===== src/rtl/iter_shifter_mips_if.sv =====
// iter_shifter_mips_if: start/busy/done request bus between the ALU control FSM (master) and the iterative shifter (slave)
//  start, op, shamt, in0 : request from master; busy, done, out : status and result from slave
interface iter_shifter_mips_if #(
  parameter int WIDTH   = 32,
  parameter int SHAMT_W = 5
);
  logic               start;
  logic [1:0]         op;
  logic [SHAMT_W-1:0] shamt;
  logic [WIDTH-1:0]   in0;
  logic               busy;
  logic               done;
  logic [WIDTH-1:0]   out;
  modport master (output start, op, shamt, in0, input busy, done, out);
  modport slave  (input start, op, shamt, in0, output busy, done, out);
endinterface


===== src/rtl/iter_shifter_mips.sv =====
// iter_shifter_mips: multi-cycle SLL/SRL/SRA(/ROTR) unit moving 2 bit positions per cycle plus a final 1-bit step for odd counts
//  clk, rst : clock, synchronous active-high reset
//  sh_if    : slave side of iter_shifter_mips_if (start/op/shamt/in0 in, busy/done/out out)
//  ITER_SHIFTER_ROTATE_EN : when defined op=11 rotates right, otherwise op=11 is SRL
module iter_shifter_mips #(
  parameter int WIDTH   = 32,
  parameter int SHAMT_W = 5
) (
  input  logic                clk,
  input  logic                rst,
  iter_shifter_mips_if.slave  sh_if
);
  typedef enum logic [1:0] {IDLE, SHIFT, DONE} state_t;
  state_t             state_q, state_d;
  logic [WIDTH-1:0]   data_q, data_d, out_q, out_d;
  logic [SHAMT_W-1:0] cnt_q, cnt_d;
  logic [1:0]         op_q, op_d;
  logic               two;
  logic [WIDTH-1:0]   sll_r, srl_r, sra_r, shr_r, step_r;
  assign two   = cnt_q >= SHAMT_W'(2);
  assign sll_r = two ? {data_q[WIDTH-3:0], 2'b00} : {data_q[WIDTH-2:0], 1'b0};
  assign srl_r = two ? {2'b00, data_q[WIDTH-1:2]} : {1'b0, data_q[WIDTH-1:1]};
  // the MSB of data_q never changes under SRA, so it still carries the latched sign
  assign sra_r = two ? {{2{data_q[WIDTH-1]}}, data_q[WIDTH-1:2]} : {data_q[WIDTH-1], data_q[WIDTH-1:1]};
`ifdef ITER_SHIFTER_ROTATE_EN
  logic [WIDTH-1:0] rot_r;
  assign rot_r = two ? {data_q[1:0], data_q[WIDTH-1:2]} : {data_q[0], data_q[WIDTH-1:1]};
  assign shr_r = op_q == 2'b11 ? rot_r : srl_r;
`else
  assign shr_r = srl_r;
`endif
  assign step_r = op_q == 2'b00 ? sll_r : op_q == 2'b10 ? sra_r : shr_r;
  always_comb begin
    state_d = state_q;
    data_d  = data_q;
    out_d   = out_q;
    cnt_d   = cnt_q;
    op_d    = op_q;
    if (state_q == SHIFT) begin
      data_d = step_r;
      cnt_d  = cnt_q - (two ? SHAMT_W'(2) : SHAMT_W'(1));
      if (cnt_d == '0) begin
        state_d = DONE;
        out_d   = step_r;
      end
    end else if (sh_if.start) begin
      data_d  = sh_if.in0;
      op_d    = sh_if.op;
      cnt_d   = sh_if.shamt;
      state_d = sh_if.shamt == '0 ? DONE : SHIFT;
      out_d   = sh_if.shamt == '0 ? sh_if.in0 : out_q;
    end else begin
      state_d = IDLE;
    end
  end
  always_ff @(posedge clk) begin
    if (rst) begin
      state_q <= IDLE;
      data_q  <= '0;
      out_q   <= '0;
      cnt_q   <= '0;
      op_q    <= '0;
    end else begin
      state_q <= state_d;
      data_q  <= data_d;
      out_q   <= out_d;
      cnt_q   <= cnt_d;
      op_q    <= op_d;
    end
  end
  assign sh_if.busy = state_q == SHIFT;
  assign sh_if.done = state_q == DONE;
  assign sh_if.out  = out_q;
endmodule

===== src/flat_wrapper.sv =====
// flat-port wrapper written by rule: the top's interface ports become plain ports
module iter_shifter_mips_flat 
#(
  parameter int WIDTH   = 32,
  parameter int SHAMT_W = 5
)
  (clk, rst, sh_if_start, sh_if_op, sh_if_shamt, sh_if_in0, sh_if_busy, sh_if_done, sh_if_out);
  iter_shifter_mips_if #(.WIDTH(WIDTH), .SHAMT_W(SHAMT_W)) sh_if_i ();
  input  logic clk;
  input  logic rst;
  input wire logic [$bits(sh_if_i.start)-1:0] sh_if_start;
  input wire logic [$bits(sh_if_i.op)-1:0] sh_if_op;
  input wire logic [$bits(sh_if_i.shamt)-1:0] sh_if_shamt;
  input wire logic [$bits(sh_if_i.in0)-1:0] sh_if_in0;
  output wire logic [$bits(sh_if_i.busy)-1:0] sh_if_busy;
  output wire logic [$bits(sh_if_i.done)-1:0] sh_if_done;
  output wire logic [$bits(sh_if_i.out)-1:0] sh_if_out;
  assign sh_if_i.start = sh_if_start;
  assign sh_if_i.op = sh_if_op;
  assign sh_if_i.shamt = sh_if_shamt;
  assign sh_if_i.in0 = sh_if_in0;
  assign sh_if_busy = sh_if_i.busy;
  assign sh_if_done = sh_if_i.done;
  assign sh_if_out = sh_if_i.out;
  iter_shifter_mips #(.WIDTH(WIDTH), .SHAMT_W(SHAMT_W)) u_core (.clk(clk), .rst(rst), .sh_if(sh_if_i));
endmodule

===== config.mk =====
export PLATFORM = sky130hd
export DESIGN_NAME = iter_shifter_mips_flat
export DESIGN_NICKNAME = d
export VERILOG_FILES = /design/src/rtl/iter_shifter_mips_if.sv /design/src/rtl/iter_shifter_mips.sv /design/src/flat_wrapper.sv
export SDC_FILE = /design/constraint.sdc
export NUM_CORES = 1
export LEC_CHECK = 0
export CORE_ASPECT_RATIO = 2
export CORE_MARGIN = 2
export CORE_UTILIZATION = 33
export CTS_CLUSTER_DIAMETER = 30
export CTS_CLUSTER_SIZE = 8
export DETAILED_ROUTE_END_ITERATION = 8
export PLACE_DENSITY = 0.61
export SETUP_SLACK_MARGIN = 0.2
export SLEW_MARGIN = 20
export SYNTH_ARGS = -nofsm -noshare
export SYNTH_HDL_FRONTEND = slang
export SYNTH_SLANG_ARGS = --single-unit

===== constraint.sdc =====
create_clock -name clk -period 8.95 [get_ports clk]
set_clock_uncertainty 0.15 [all_clocks]
set_input_delay 2.2375 -clock clk [delete_from_list [all_inputs] [get_ports clk]]
set_output_delay 2.2375 -clock clk [all_outputs]
set_load 0.03 [all_outputs]

-- Word-level counts from Yosys, hierarchy flattened
Index checks and enable logic that the tools add are counted.
- reduce and logical (&&, ||, !) cells: 7
- add/sub/neg operators: 1
- magnitude comparators: 1
- bitwise gates (word level): 1
- eq/ne operators: 4
- muxes and demuxes: 18
- operator list (operator ; number):
    32-bit two-way mux ; 9
    31-bit two-way mux ; 1
    30-bit two-way mux ; 1
    5-bit zero test ; 2
    2-bit two-way mux ; 5
    5-bit two-way mux ; 2
    5-bit by 2-bit greater-or-equal comparator with 1-bit output (second input constant) ; 1
    5-bit subtractor ; 1
    2-bit == test (second input constant) ; 2
    2-bit nonzero test ; 2
    3-bit AND reduction ; 1
    2-bit by 1-bit == test with 1-bit output (second input constant) ; 1
    2-bit zero test ; 1
    2-bit by 1-bit inequality test with 1-bit output (second input constant) ; 1
    2-bit AND reduction ; 1
    1-bit NOT ; 1
- logic and storage cells: 37
- output and inout bits: 34
- flip-flop bits (word level): 73
- bits of input ports: 42

-- Depth between registers and ports, before layout
- word-level depth: 6
- mapped depth: 14
- mapped depth without buffers: 10

-- Worst setup path before layout
No wires, ideal clock.
- kind: in2reg
- from: in sh_if_shamt[2]
- to: reg u_core.out_q[26], in the netlist u_core.sh_if.out[26]
- arrival: 3679 ps
- stages on the path: 5
- library setup time: 117 ps
- path slack: 5004 ps
- buffers on the path: 1
- data required time: 8683 ps
- cells stage by stage: or4_1 > nor3_2 > nor3_2 > buf_2 > a22o_1
- longest elaborated chain between the ends: 3
- RTL lines (element ; line ; RTL):
    from (decl) ; flat_wrapper.sv:13 ; input wire logic [$bits(sh_if_i.shamt)-1:0] sh_if_shamt;
    5-bit zero test ; iter_shifter_mips.sv:51 ; out_d = sh_if.shamt == '0 ? sh_if.in0 : out_q;
    2-bit nonzero test (no line) ; - ;
    3-bit AND reduction (no line) ; - ;
    to (signal assigned) ; iter_shifter_mips.sv:66 ; out_q <= out_d;
    to (decl) ; iter_shifter_mips.sv:15 ; logic [WIDTH-1:0] data_q, data_d, out_q, out_d;
Every way passes these cells.
A chain may end at the register's enable or synchronous reset.

-- Final worst setup path
- from: in sh_if_start
- to: reg u_core.out_q[24], in the netlist u_core.sh_if.out[24]
- longest elaborated chain between the ends: 2
- RTL lines (element ; line ; RTL):
    from (decl) ; flat_wrapper.sv:11 ; input wire logic [$bits(sh_if_i.start)-1:0] sh_if_start;
    2-bit nonzero test (no line) ; - ;
    3-bit AND reduction (no line) ; - ;
Every way passes these cells.

==> run summary <==
run status: finished clean
largest net degree at the start of global routing: 43
placed cell count: 666
Starting Density: 33.7%
antenna violations before repair: 0
drt pass-1 iters: 4
clock root cell: clkbuf_16
global route total overflow: 0
overall routing resource usage: 19.3%
layout cells sized above 1: 5.93%
commonest non-fill, non-tap cells in the layout: nand2_1, clkdlybuf4s50_1, dfxtp_1
RSZ-0062 raised after global routing: false
setup TNS: 0 ps
peak supply drop: 0.102 mV
Max Slew Vio Count: 0
FF-to-FF Start: u_core.cnt_q[2]
leakage power total: 1.96 nW
reg2reg end: u_core.sh_if.out[28]
final wirelength: 11.5 mm
warnings from Yosys: 0
Setup CP Type: in2reg
fin nets: 580
fin crit period: 4450 ps
post-DP HPWL: 8.00 mm
post-route cell area: 0.00493 mm2
Post-synth ARST share: 0%
max_cap viols: 0
CP max FO: 42
# DRC: 0
Sink Count: 73
# rows: 55
worst hold slack: 318 ps
die height: 155 um
Synth Flop Type: dfxtp_1
fmax: 224 MHz
CORE AREA: 0.0112 mm2
r2r setup slk: 4580 ps
Hold Buf Count CTS: 0
post-DR vias/cell: 5.44
R2R depth: 11
type of origin of the critical path: primary input
routed vias: 3,712
Synthesized Nets: 522
CTS-repair resized insts: 0
vias in the first global route: 3,738
drt wl/cell: 16.9 um
Mapped Avg Cell Area: 7.92 um2
post-CTS setup buffers: 0
# setup viols final: 0
Fin. Hold Viols: 0
port buffer count: 75
CTS Buf Count: 9
hold depth: 1
first-pass GRT wire length: 18.5 mm
Worst slew margin: 30.1%
Die Width: 79.6 um
Critical Path AT: 4530 ps
Min-Delay Endpoint: u_core.sh_if.out[27]
Worst Hold Launch: u_core.sh_if.out[27]
TritonCTS clock tree: done
Syn-to-layout area delta: 30.5%
sequential area share after synthesis: 38.7%
synthesized flop and latch total: 73
non-filler cells in the finished layout: 682
Worst Tran Pin Value: 1050 ps
CTS clk-pin slew, worst paths: 60 ps
Hold Path Class: reg2reg
1st-iter DRT viols: 239
commonest non-fill, non-tap cell in the layout: nand2_1
Syn Inst Count: 477
Post-synth EDFFs: 0
Tcrit/Tclk final: 49.8%
I/O pins: 76
Crit. End Element: flip-flop
Final Util: 43.9%
DP Area: 0.00460 mm2
Clk Latency, worst-skew pair: 340 ps
CP Data Required Time: 9020 ps
DRT antenna net count: 0
power density over the cells: 215 mW/mm2
Netlist cell types: 52
H-tree level count: 3
Die Footprint: 0.0124 mm2
placer congestion estimate: 0.828
Ant. Diodes: 0
Post-Syn Area: 0.00378 mm2
clk buf depth: 2
==> logic make-up (layout without fill, tap and decap cells) <==
logic type      Yosys count  in the layout  share of synthesized area [%]
compound gates          131            131                           23.4
xor+xnor                  1              1                          0.232
fa+ha+maj                 3              3                           1.19
buf+inv                  45            108                           5.43
flops                    73             73                           38.7
mux                       8              8                           2.85
simple gates            216            216                           28.2
==> sequential cells by signal, summed over array words and instances, names as in the netlist <==
name and cells:
u_core.sh_if.out 32, u_core.cnt_q 5, u_core.state_q 2, u_core.op_q 2
u_core.data_q 32
==> critical path, stage by stage <==
cell and delay (ps):
clkdlybuf4s50_1 450, buf_4 390, nand2_1 240, nor3_2 580
nor3_2 70, buf_4 250, a22o_1 260
==> routing by layer <==
layer  vias up  part of all wire, %  track usage [%]  wire (um)
met3        16                  4.1             4.06        469
met5         -                    0                0          0
li1       1861                    -                -          -
met2        95                   54             34.4       6260
met1      1740                   39             21.5       4480
met4         0                  2.8             8.62        319
==> report_power, final <==
| part | switching, W | internal (W) |
|---|---|---|
| sequential | 0.0000287 | 0.000356 |
| clock | 0.000136 | 0.000260 |
| combinational | 0.000165 | 0.000113 |
| total | 0.000329 | 0.000729 |
==> how the worst max path moves through the flow <==
stage,from,to,depth (start not counted)
floorplan,sh_if_shamt[2],u_core.sh_if.out[26],5
global placement,rst,u_core.sh_if.out[5],5
detailed placement,rst,u_core.sh_if.out[5],5
CTS,rst,u_core.sh_if.out[5],5
global route,u_core.cnt_q[2],u_core.sh_if.out[6],11
finish,sh_if_start,u_core.sh_if.out[24],7
==> area by class of cell <==
cell class                 instances  area [um2]
inverter                           8        35.0
fill                            1143        6290
clock inverter                     2        60.1
clock buffer                      14         264
sequential                        73        1460
multi-input combinational        359        2110
tap                              142         178
timing repair buffer              84         818
==> synth_stat cells, types with 3 or more instances <==
master	number	area share [%]
dfxtp_1	73	39
and3_1	40	6.6
nor3_1	28	3.7
clkbuf_1	26	2.6
nand2b_1	4	0.66
a21oi_1	58	7.7
nand3_1	5	0.66
o31ai_1	5	0.99
buf_2	7	0.93
a22o_1	24	5.6
nor2_1	23	2.3
o21ai_0	4	0.53
a31oi_1	7	1.2
buf_6	3	0.89
inv_1	5	0.50
a311oi_1	5	1.2
or3_1	20	3.3
o21a_1	5	0.99
nand2_1	82	8.2
mux2i_1	4	1.1
a211oi_1	5	0.99
==> per-stage QoR <==
stage               setup slack, ps  power (W)
finish                         4500    0.00106
global route                   4310    0.00111
CTS                            4490    0.00107
detailed placement             4150   0.000669
global placement               4190   0.000664
floorplan                      5000   0.000586
(Power assumes the default switching activity.)
